--- config.mk ---
export PLATFORM = sky130hd
export DESIGN_NAME = ca_correlator
export DESIGN_NICKNAME = d
export VERILOG_FILES = /design/src/rtl/ca_correlator.sv
export SDC_FILE = /design/constraint.sdc
export NUM_CORES = 1
export LEC_CHECK = 0
export CAP_MARGIN = 20
export CORE_ASPECT_RATIO = 1.4
export CORE_MARGIN = 4
export CORE_UTILIZATION = 60
export CTS_CLUSTER_DIAMETER = 80
export CTS_CLUSTER_SIZE = 10
export DETAILED_ROUTE_END_ITERATION = 16
export PLACE_DENSITY = 0.81
export SLEW_MARGIN = 20
export SYNTH_ARGS = -nofsm -noshare
export SYNTH_HDL_FRONTEND = slang
export SYNTH_SLANG_ARGS = --single-unit
--- constraint.sdc ---
create_clock -name clk -period 3.6 [get_ports clk]
set_input_delay 0.72 -clock clk [delete_from_list [all_inputs] [get_ports clk]]
set_output_delay 0.72 -clock clk [all_outputs]
set_load 0.02 [all_outputs]
--- src/rtl/ca_correlator.sv ---
// rtl/ca_correlator.sv - C/A code despreader, one signed correlation dump per 1023-chip epoch.
// Optional accumulator saturation with sticky ovf when CA_CORR_SAT_EN is defined.
module ca_correlator #(
  parameter int SAMPLE_W = 4,
  parameter int ACC_W    = 16,
  parameter int CODE_LEN = 1023
) (
  input  logic                       clk,
  input  logic                       rst,
  input  logic                       start,
  input  logic                       enb,
  input  logic                       chip,
  input  logic signed [SAMPLE_W-1:0] sample_in,
  output logic signed [ACC_W-1:0]    corr_out,
  output logic                       corr_valid,
  output logic [4:0]                 epoch_cnt,
  output logic                       running,
  output logic                       ovf
);

  localparam int CNT_W = $clog2(CODE_LEN);
  localparam logic [CNT_W-1:0] LAST_CHIP = CNT_W'(CODE_LEN - 1);

  typedef enum logic {IDLE = 1'b0, RUN = 1'b1} state_t;

  state_t                    state, state_nxt;
  logic signed [ACC_W-1:0]   acc;
  logic [CNT_W-1:0]          chip_cnt;
  logic signed [SAMPLE_W:0]  s_ext, prod;
  logic signed [ACC_W:0]     sum_wide;
  logic signed [ACC_W-1:0]   sum;
  logic                      clamp;

  always_ff @(posedge clk or negedge rst) begin
    if (!rst) state <= IDLE;
    else      state <= state_nxt;
  end

  always_comb begin
    state_nxt = state;
    if (start) state_nxt = RUN;
  end

  assign running = (state == RUN);

  // One extra bit so that negating the most negative sample cannot wrap.
  assign s_ext    = {sample_in[SAMPLE_W-1], sample_in};
  assign prod     = chip ? s_ext : -s_ext;
  assign sum_wide = {acc[ACC_W-1], acc} + {{(ACC_W-SAMPLE_W){prod[SAMPLE_W]}}, prod};

`ifdef CA_CORR_SAT_EN
  always_comb begin
    clamp = sum_wide[ACC_W] ^ sum_wide[ACC_W-1];
    sum   = sum_wide[ACC_W-1:0];
    if (clamp) sum = sum_wide[ACC_W] ? {1'b1, {(ACC_W-1){1'b0}}} : {1'b0, {(ACC_W-1){1'b1}}};
  end
`else
  logic unused_carry;
  assign unused_carry = sum_wide[ACC_W];
  assign clamp        = 1'b0;
  assign sum          = sum_wide[ACC_W-1:0];
`endif

  always_ff @(posedge clk or negedge rst) begin
    if (!rst) begin
      acc        <= '0;
      chip_cnt   <= '0;
      corr_out   <= '0;
      corr_valid <= 1'b0;
      epoch_cnt  <= '0;
      ovf        <= 1'b0;
    end else begin
      corr_valid <= 1'b0;
      if (start) begin
        acc       <= '0;
        chip_cnt  <= '0;
        epoch_cnt <= '0;
        ovf       <= 1'b0;
      end else if (state == RUN && enb) begin
        if (clamp) ovf <= 1'b1;
        if (chip_cnt == LAST_CHIP) begin
          corr_out   <= sum;
          corr_valid <= 1'b1;
          acc        <= '0;
          chip_cnt   <= '0;
          epoch_cnt  <= (epoch_cnt == 5'd19) ? 5'd0 : epoch_cnt + 5'd1;
        end else begin
          acc      <= sum;
          chip_cnt <= chip_cnt + CNT_W'(1);
        end
      end
    end
  end

endmodule

==> results of run 1 <==
-- metrics by stage --
| stage | setup TNS (ps) | util (%) |
|---|---|---|
| after floorplan | 0 | - |
| after global placement | -22.4 | 74.2 |
| after detailed placement | -482 | 74.2 |
| after CTS | 0 | 76.8 |
| after global routing | 0 | 76.9 |
| final | 0 | 76.9 |
-- cells in the final DEF, fill, tap and decap left out, types with 2 or more instances in the layout --
| cell type | count |
|---|---|
| sky130_fd_sc_hd__o21ai_2 | 2 |
| sky130_fd_sc_hd__a22o_1 | 11 |
| sky130_fd_sc_hd__nor2b_1 | 2 |
| sky130_fd_sc_hd__o21ai_0 | 17 |
| sky130_fd_sc_hd__xnor2_1 | 10 |
| sky130_fd_sc_hd__inv_1 | 11 |
| sky130_fd_sc_hd__a221oi_2 | 2 |
| sky130_fd_sc_hd__nor3_1 | 5 |
| sky130_fd_sc_hd__a21oi_1 | 12 |
| sky130_fd_sc_hd__xor2_1 | 12 |
| sky130_fd_sc_hd__nand2_1 | 43 |
| sky130_fd_sc_hd__or3_1 | 2 |
| sky130_fd_sc_hd__a22oi_1 | 2 |
| sky130_fd_sc_hd__clkbuf_8 | 6 |
| sky130_fd_sc_hd__a32o_1 | 2 |
| sky130_fd_sc_hd__nor2_1 | 20 |
| sky130_fd_sc_hd__nand4_1 | 4 |
| sky130_fd_sc_hd__clkdlybuf4s50_1 | 30 |
| sky130_fd_sc_hd__buf_4 | 24 |
| sky130_fd_sc_hd__o211ai_1 | 3 |
| sky130_fd_sc_hd__dfrtp_1 | 49 |
| sky130_fd_sc_hd__a211oi_1 | 2 |
| sky130_fd_sc_hd__a21oi_2 | 3 |
| sky130_fd_sc_hd__a21o_1 | 9 |
| sky130_fd_sc_hd__a31oi_1 | 2 |
| sky130_fd_sc_hd__o21ai_1 | 4 |
| sky130_fd_sc_hd__ha_1 | 21 |
| sky130_fd_sc_hd__nand3_1 | 5 |
| sky130_fd_sc_hd__mux2_2 | 5 |
| sky130_fd_sc_hd__nand2b_1 | 5 |
-- state kept, by name, indices dropped and copies added, names as in the netlist --
name	count
epoch_cnt	5
corr_out	16
corr_valid	1
chip_cnt	10
acc	16
running	1
-- final timing paths --
check / endpoint / slack (ps)
worst max-delay path: corr_out[15]$_DFFE_PN0P_ / 150
worst min-delay path: chip_cnt[9]$_DFFE_PN0P_ / 420
worst max register to register: corr_out[14]$_DFFE_PN0P_ / 1080
worst min register to register: corr_out[2]$_DFFE_PN0P_ / 480
max in group asynchronous: corr_out[11]$_DFFE_PN0P_ / 2760
min in group clk: corr_out[2]$_DFFE_PN0P_ / 480
-- layer usage --
layer,vias up,track usage [%]
li1,1157,-
met3,17,4.36
met5,-,0
met4,0,8.46
met2,72,44.8
met1,1188,29.5
-- area by class of cell --
cell class	count	area, sq um
fill	354	1060
clock buffer	6	82.6
tap	62	77.6
timing repair buffer	54	480
clock inverter	2	37.5
sequential	49	1230
inverter	12	45.0
multi-input combinational	228	1590
-- worst reg2reg max path, delay by kind of cell (launching register included) --
family,cells,cell delay (ps)
DFF,1,360
buffers and inverters,1,70
adders and majority gates,2,600
xor gates and xnor gates,1,130
muxes,1,280
and+or+nand+nor,1,190
AOI/OAI and AO/OA,3,790
-- where the power goes --
| part | leakage [nW] | switching (W) | internal [W] |
|---|---|---|---|
| combinational | 0.987 | 0.000248 | 0.000209 |
| sequential | 0.668 | 0.0000253 | 0.000582 |
| clock | 0.0574 | 0.000186 | 0.000226 |
| total | 1.71 | 0.000459 | 0.00102 |
-- logic make-up (layout without fill, tap and decap cells) --
group | after synthesis | after routing | share of synthesized area (%)
mux | 6 | 6 | 2.27
compound gates | 82 | 82 | 20.5
buf+inv | 20 | 74 | 3.43
xor+xnor | 22 | 22 | 6.61
flops | 49 | 49 | 42.0
fa+ha+maj | 22 | 22 | 9.70
simple gates | 95 | 95 | 15.4
other cells | 1 | 1 | 0.129
-- repair_timing --
item / 4_1_cts / 5_1_grt
gates resized for setup: 0 / 2
hold buffers: 0 / 0
endpoints found under the setup margin: 0 / 2
==> flow_summary.toml, run 1 <==
[run_status]
status = "complete, no violations"

[synth]
avgSynthCellArea_sq_um = 9.82
synth.yosys.warnings = 0
post_synth_inst_count = 297
synth_top_cell_area_share_pct = 42.0
synth_edf_count = 0
yosys.cell_count.top_type = "sky130_fd_sc_hd__dfrtp_1"
syn_nets = 328
synth.yosys.seq_area_share_pct = 42.0
synth.top_cells.by_area = "sky130_fd_sc_hd__dfrtp_1, sky130_fd_sc_hd__ha_1, sky130_fd_sc_hd__nand2_1"
yosysTopAreaCell = "sky130_fd_sc_hd__dfrtp_1"
postSynth.topFlopCell = "sky130_fd_sc_hd__dfrtp_1"
netlist-cell-type-count = 56
postSynthRegisterBits = 49
ys_async_sr_fraction_pct = 100
synthTopCellsByCount = "sky130_fd_sc_hd__dfrtp_1, sky130_fd_sc_hd__nand2_1, sky130_fd_sc_hd__ha_1"
mappedNetlistArea_sq_um = 2920

[worst_setup_path]
critical_path.startpoint = "sample_in[1]"
worst-path-stages = 14
worstPathMaxFanout = 5
critical_path_class = "in2reg"
setup.worst_path.end_class = "flop"
cp_cell_sequence = "clkdlybuf4s50_1 -> inv_1 -> ha_1 -> nor2b_1 -> nor3_1 -> a21o_1 -> buf_4 -> ha_1 -> a21o_1 -> a21o_1 -> a221oi_2 -> and3_2 -> nor3_1 -> o31ai_2"
critical-path-top-cell-by-count = "sky130_fd_sc_hd__a21o_1"
startpoint_type = "input pin"
crit-reg2reg-launch = "acc[0]$_DFFE_PN0P_"
crit_buf_inv = 3
worst_path_dominant_cell_family = "compound AO/OA/AOI/OAI gates"
critPathMaxStageDelay_ps = 490
worst-endpoint-required_ps = 3810
critical-path-slowest-cell = "sky130_fd_sc_hd__clkdlybuf4s50_1"
critPathArrivalTime_ps = 3660
r2r_cells = 9

[placement]
place_worst_setup_slack_ps = -141
placement.cell_area_sq_um = 3420
buffer_ports.inserted = 31
placedCellCount = 405
gpl.final_weighted_congestion = 0.877
half_perimeter_wire_length_of_the_detailed_placement_result_mm = 4.86

[sta]
worst_hold_slack_ps = 417
timing_max_transition_violations_final = 0
worst_slew_margin_rel_pct = 59.0
report.final.setup_viol = 0
fin_skew_ps = 7.98
period_share_pct = 95.7
endpoints_failing_hold = 0
final_period_minus_worst_setup_slack_ps = 3450
rsz0062_at_grt = "no"
fmax_mhz = 290
smallest_setup_slack_after_layout_ps = 154
worstMarginPinSlew_ps = 615

[routing]
drt_wl_total_mm = 6.68
met2RoutedLength_mm = 3.62
dr.pass1.iters = 4
routed_vias_inst = 5.89
met3_length_um = 264
detail_route.drc_violations = 0
detail_route.iter0.violations = 104
post_drt_wl_per_cell_um = 16.2
dr.max_layer_used = "met4"
routedLengthMet1_mm = 2.61
route.vias.total = 2434
antenna_violating_nets_post_route = 0

[global_routing]
grt.total_usage_pct = 25.1
grt_first_pass_wirelength_mm = 11.9
global_route.overflow_total = 0
number_of_antenna_violations_at_the_first_check_in_global_routing = 0
first_global_vias = 2618
grt_max_degree = 50

[clock_tree]
clockRootBuffer = "sky130_fd_sc_hd__clkbuf_8"
cts.repair_timing.setup_buffer_count = 0
cts_tree = "built"
tritoncts.num_buffers = 5
htree_depth = 2
clk_latency_ps = 300
clk_pin_slew_worst_paths_ps = 90
clk_path_buf_depth = 2
tritoncts_num_sinks = 49

[flow_run]
maxCapViolCount = 0

[final_layout]
fin_nets = 381
final_area_sq_um = 3540
final_cells = 413
number_of_diodes_added_for_antenna_fixing = 0
drive_above_1_share_pct = 15.7
area_growth_pct = 21.5

[floorplanning]
die_height_um = 90.5
die_w_um = 66.9
io_pins = 33
core.rowCount = 29
floorplan.die_area_sq_um = 6060
initial_utilization_pct = 63.3
core_region_area_sq_um = 4610

[power]
post-layout-total-power_w = 0.00148
power.leakage_nw = 1.71
vdd_ir_drop_max_v = 0.000299
pwr_density_cell_nw_per_um2 = 417

[worst_hold_path]
hold_path_class = "in2async"
No activity file was read; power rests on OpenSTA's default activity.
==> inputs of run 2 (changes only) <==
ABC_AREA = 1   (was not set)
PLACE_DENSITY = 0.88   (was 0.81)
==> flow_summary.toml, run 2 <==
[sta]
timing_max_transition_violations_final = 0
fmax_mhz = 337
final_period_minus_worst_setup_slack_ps = 2970
worstMarginPinSlew_ps = 642
rsz0062_at_grt = "no"
period_share_pct = 82.5
worst_slew_margin_rel_pct = 57.2
fin_skew_ps = 9.70
worst_hold_slack_ps = 424
report.final.setup_viol = 0
endpoints_failing_hold = 0
setup-tns-final_ps = 0

[worst_setup_path]
regToRegEndpoint = "acc[8]$_DFFE_PN0P_"
r2r_cells = 10
critical-path-top-cell-by-count = "sky130_fd_sc_hd__inv_1"
worst-endpoint-required_ps = 3810
cp_cell_sequence = "clkdlybuf4s50_1 -> inv_1 -> ha_1 -> inv_1 -> o21ai_0 -> inv_1 -> fa_1 -> inv_1 -> nand3_1 -> nand3_1 -> a21oi_1 -> or2_2 -> nand3_1 -> nand2_1"
regToRegSetupSlack_ps = 1660
setup.worst_path.end_class = "flop"
critical_path_class = "in2reg"
worst-path-stages = 14
worst_path_dominant_cell_family = "buffers and inverters"
startpoint_type = "input pin"
crit-reg2reg-launch = "acc[0]$_DFFE_PN0P_"
worstPathMaxFanout = 3
crit_buf_inv = 5
critPathMaxStageDelay_ps = 480
critPathArrivalTime_ps = 3180
critical-path-slowest-cell = "sky130_fd_sc_hd__clkdlybuf4s50_1"

[synth]
synth.top_cells.by_area = "sky130_fd_sc_hd__dfrtp_1, sky130_fd_sc_hd__nand2_1, sky130_fd_sc_hd__ha_1"
ys_async_sr_fraction_pct = 100
yosysTopAreaCell = "sky130_fd_sc_hd__dfrtp_1"
syn_nets = 469
postSynthRegisterBits = 49
synth.yosys.warnings = 0
yosys.cell_count.top_type = "sky130_fd_sc_hd__nand2_1"
synth_edf_count = 0
synth.yosys.seq_area_share_pct = 38.7
postSynth.topFlopCell = "sky130_fd_sc_hd__dfrtp_1"
synthTopCellsByCount = "sky130_fd_sc_hd__nand2_1, sky130_fd_sc_hd__inv_1, sky130_fd_sc_hd__dfrtp_1"
netlist-cell-type-count = 29
post_synth_inst_count = 438
mappedNetlistArea_sq_um = 3170
synth_top_cell_area_share_pct = 38.7
avgSynthCellArea_sq_um = 7.23

[routing]
post_drt_wl_per_cell_um = 13.2
route.vias.total = 2876
detail_route.iter0.violations = 133
dr.pass1.iters = 5
routedLengthMet1_mm = 2.74
met3_length_um = 271
drt_wl_total_mm = 7.13
antenna_violating_nets_post_route = 0
met2RoutedLength_mm = 3.73
dr.max_layer_used = "met4"
detail_route.drc_violations = 0
routed_vias_inst = 5.35

[floorplanning]
io_pins = 33
initial_utilization_pct = 61.4
die_height_um = 93.9
die_w_um = 69.4
core_region_area_sq_um = 5160
core.rowCount = 31
floorplan.die_area_sq_um = 6520

[global_routing]
first_global_vias = 2925
grt_first_pass_wirelength_mm = 12.5
grt.total_usage_pct = 23.7
grt_max_degree = 29
global_route.overflow_total = 0
number_of_antenna_violations_at_the_first_check_in_global_routing = 0

[final_layout]
final_area_sq_um = 3620
final_cells = 538
drive_above_1_share_pct = 5.93
layout.cells.most_common_list = "sky130_fd_sc_hd__nand2_1, sky130_fd_sc_hd__inv_1, sky130_fd_sc_hd__dfrtp_1, sky130_fd_sc_hd__nand3_1, sky130_fd_sc_hd__clkdlybuf4s50_1"
number_of_diodes_added_for_antenna_fixing = 0
layout_top_registers = "acc (16), corr_out (16), chip_cnt (10)"
fin_nets = 503
area_growth_pct = 14.3
n_fill_cell = 427
mostFrequentLayoutCell = "sky130_fd_sc_hd__nand2_1"

[worst_hold_path]
hold_path_class = "in2async"

[clock_tree]
post_cts_resize_count = 0
clockRootBuffer = "sky130_fd_sc_hd__clkbuf_8"
cts.repair_timing.setup_buffer_count = 0
htree_depth = 2
cts_hold_buffers_added = 0
clk_latency_ps = 310
clk_pin_slew_worst_paths_ps = 90
clk_path_buf_depth = 2
cts_tree = "built"
tritoncts.num_buffers = 5
tritoncts_num_sinks = 49

[power]
power.leakage_nw = 2.05
post-layout-total-power_w = 0.00137
vdd_ir_drop_max_v = 0.000293
pwr_density_cell_nw_per_um2 = 379

[flow_run]
maxCapViolCount = 0

[placement]
buffer_ports.inserted = 31
placement.cell_area_sq_um = 3520
half_perimeter_wire_length_of_the_detailed_placement_result_mm = 5.27
placedCellCount = 531
gpl.final_weighted_congestion = 0.966

[run_status]
status = "complete, no violations"
## run 2: cell types whose count changed after synthesis, sizes merged, moves of 5 or more
cell	change
a21o	-9
xor2	-6
o21ai	-5
xnor2	-5
nand3	+32
a22o	-11
inv	+52
nand2b	-5
mux2	-5
nand2	+129
nor2	+5
## run 2: kinds of logic (layout without fill, tap and decap cells)
family	Yosys count	count (layout)	share of synthesized area (%)
adder cells (fa/ha/maj)	22	22	8.93
other	1	1	0.118
AND/OR/NAND/NOR	253	253	34.1
buffers and inverters	71	105	9.57
XOR/XNOR	11	11	3.04
flip-flops	49	49	38.7
AO/OA/AOI/OAI	31	31	5.45
## run 2: routing by layer
layer	GRT usage, %	vias to the layer above
met5	0	-
met4	14.7	0
met3	3.43	33
met2	43.2	84
met1	25.7	1334
li1	-	1425
## run 2: cell type report
type                       count  area, sq um  area share [%]
sequential                    49         1230            33.9
inverter                      64          243            6.71
clock buffer                   5         68.8            1.90
tap                           66         82.6            2.28
multi-input combinational    318         1640            45.2
clock inverter                 2         35.0           0.968
timing repair buffer          34          328            9.06
## run 2: how the worst max path moves through the flow
stage | startpoint | end | slack (ps)
floorplan | sample_in[0] | acc[8]$_DFFE_PN0P_ | 1040
detailed placement | sample_in[0] | corr_out[6]$_DFFE_PN0P_ | 370
finish | sample_in[0] | acc[8]$_DFFE_PN0P_ | 630
global placement | sample_in[0] | acc[8]$_DFFE_PN0P_ | 430
global route | sample_in[0] | corr_out[8]$_DFFE_PN0P_ | 410
CTS | sample_in[0] | acc[8]$_DFFE_PN0P_ | 630
## run 2: where the power goes
group | switching (W) | total [W] | internal [W]
clock network | 0.000187 | 0.000389 | 0.000202
registers | 0.0000228 | 0.000602 | 0.000580
logic | 0.000249 | 0.000382 | 0.000133
total | 0.000459 | 0.00137 | 0.000915
## run 2: per-stage QoR
step	utilization [%]	worst slack [ps]
global route	70.2	406
floorplan	-	1040
global placement	68.2	433
CTS	70.2	633
finish	70.2	629
detailed placement	68.2	369
==> inputs of run 3 (changes only) <==
CORE_UTILIZATION = 52   (was 60)
PLACE_DENSITY = 0.81   (was 0.88)
clock period = 2.55 ns   (was 3.6 ns; I/O delays follow)
==> flow_summary.toml, run 3 (synthesis gave the netlist of run 2 again) <==
[run_status]
status = "complete, no violations"

[placement]
gpl.final_weighted_congestion = 0.966
buffer_ports.inserted = 31
half_perimeter_wire_length_of_the_detailed_placement_result_mm = 5.37

[clock_tree]
htree_depth = 2
tritoncts_num_sinks = 49
tritoncts.num_buffers = 5
clk_pin_slew_worst_paths_ps = 100
clk_path_buf_depth = 2
clk_latency_ps = 310
clockRootBuffer = "sky130_fd_sc_hd__clkbuf_8"
cts_tree = "built"
cts.repair_timing.setup_buffer_count = 0

[worst_setup_path]
startpoint_type = "input pin"
worstPathMaxFanout = 8
critPathArrivalTime_ps = 2590
critical_path_class = "in2reg"
worst-endpoint-required_ps = 2750
regToRegEndpoint = "corr_out[8]$_DFFE_PN0P_"
setup.worst_path.end_class = "flop"
crit-reg2reg-launch = "acc[0]$_DFFE_PN0P_"
r2r_cells = 10
regToRegSetupSlack_ps = 680

[routing]
detail_route.drc_violations = 0
routed_vias_inst = 5.09
antenna_violating_nets_post_route = 0
drt_wl_total_mm = 7.22
dr.pass1.iters = 4
post_drt_wl_per_cell_um = 12.7
detail_route.iter0.violations = 125
route.vias.total = 2906

[floorplanning]
io_pins = 33
core_region_area_sq_um = 5900
floorplan.die_area_sq_um = 7420
die_w_um = 73.9
die_height_um = 100
initial_utilization_pct = 53.6
core.rowCount = 33

[sta]
fmax_mhz = 417
worst_hold_slack_ps = 299
rsz0062_at_grt = "no"
report.final.setup_viol = 0
worst_slew_margin_rel_pct = 58.4
worstMarginPinSlew_ps = 624
period_share_pct = 94.0
fin_skew_ps = 12.4
endpoints_failing_hold = 0
final_period_minus_worst_setup_slack_ps = 2400
timing_max_transition_violations_final = 0

[global_routing]
grt_max_degree = 50
global_route.overflow_total = 0
grt_first_pass_wirelength_mm = 12.2
first_global_vias = 2825
grt.total_usage_pct = 21.0
number_of_antenna_violations_at_the_first_check_in_global_routing = 0

[final_layout]
multiInputGateArea_sq_um = 1780
mostFrequentLayoutCell = "sky130_fd_sc_hd__nand2_1"
area_growth_pct = 26.2
layout.cells.most_common_list = "sky130_fd_sc_hd__nand2_1, sky130_fd_sc_hd__inv_1, sky130_fd_sc_hd__dfrtp_1, sky130_fd_sc_hd__nand3_1, sky130_fd_sc_hd__buf_4"
fin_nets = 531
finalCoreUtilization_pct = 67.6
number_of_diodes_added_for_antenna_fixing = 0
layout.area.seq_sq_um = 1230
drive_above_1_share_pct = 16.8
layout_top_registers = "acc (16), corr_out (16), chip_cnt (10)"
n_fill_cell = 469

[power]
vdd_ir_drop_max_v = 0.000370
post-layout-total-power_w = 0.00212
pwr_density_cell_nw_per_um2 = 530
power.leakage_nw = 2.23

[worst_hold_path]
hold_path_class = "in2async"

[flow_run]
maxCapViolCount = 0
[run 3: worst max-delay path by stage]
stage          slack [ps]    startpoint  cells past startpoint                       end
4_1_cts               100          chip                     14  corr_out[15]$_DFFE_PN0P_
5_1_grt                 5  sample_in[0]                     17        acc[9]$_DFFE_PN0P_
3_5_place_dp         -480  sample_in[0]                     16  corr_out[15]$_DFFE_PN0P_
3_3_place_gp         -410  sample_in[0]                     17  corr_out[14]$_DFFE_PN0P_
6_report              150  sample_in[3]                     14  corr_out[15]$_DFFE_PN0P_
2_1_floorplan         200  sample_in[0]                     13        acc[8]$_DFFE_PN0P_
[run 3: area by class of cell]
cell class,instances,share of cell area (%)
Clock buffer,6,1.82
Clock inverter,2,0.971
Inverter,64,6.08
Multi-Input combinational cell,318,44.5
Sequential cell,49,30.7
Tap cell,70,2.19
Timing Repair Buffer,62,13.8
[run 3: critical path, stage by stage]
cell and delay [ps]:
sky130_fd_sc_hd__clkdlybuf4s50_1 510, sky130_fd_sc_hd__nor2_1 70, sky130_fd_sc_hd__nand2_2 100, sky130_fd_sc_hd__nand2_2 110, sky130_fd_sc_hd__buf_12 160, sky130_fd_sc_hd__ha_1 330, sky130_fd_sc_hd__nand2_1 110, sky130_fd_sc_hd__buf_4 150
sky130_fd_sc_hd__nor3_2 160, sky130_fd_sc_hd__nand2_2 90, sky130_fd_sc_hd__nand2_1 70, sky130_fd_sc_hd__nand2_1 70, sky130_fd_sc_hd__nand3_1 100, sky130_fd_sc_hd__nand2_1 50
[run 3: where the power goes]
part | total (W) | switching [W] | internal, W
clock | 0.000558 | 0.000263 | 0.000295
combinational | 0.000708 | 0.000400 | 0.000308
sequential | 0.000851 | 0.0000331 | 0.000818
[run 3: per-layer routing]
layer	up-vias	track usage [%]	share of wire [%]	routed length (um)
met5	-	0	0	0
met4	0	7.25	1.8	132
met3	11	3.41	3.4	248
met2	46	39.3	55	3970
met1	1363	23.3	40	2870
li1	1486	-	-	-
[run 3: stage by stage]
stage	setup TNS, ps	instances	setup WS, ps	cell area [sq um]
after detailed placement	-10050	563	-483	3740
final	0	571	154	3990
after floorplan	0	438	203	3170
after global routing	0	571	4.96	3990
after global placement	-8650	563	-415	3740
after CTS	0	571	102	3930
[run 3: repair_timing]
| action | CTS | global route |
|---|---|---|
| hold buffers | 0 | 0 |
| resized for setup | 21 | 12 |
| pin swaps | 12 | 1 |
| endpoints found under the setup margin | 23 | 22 |
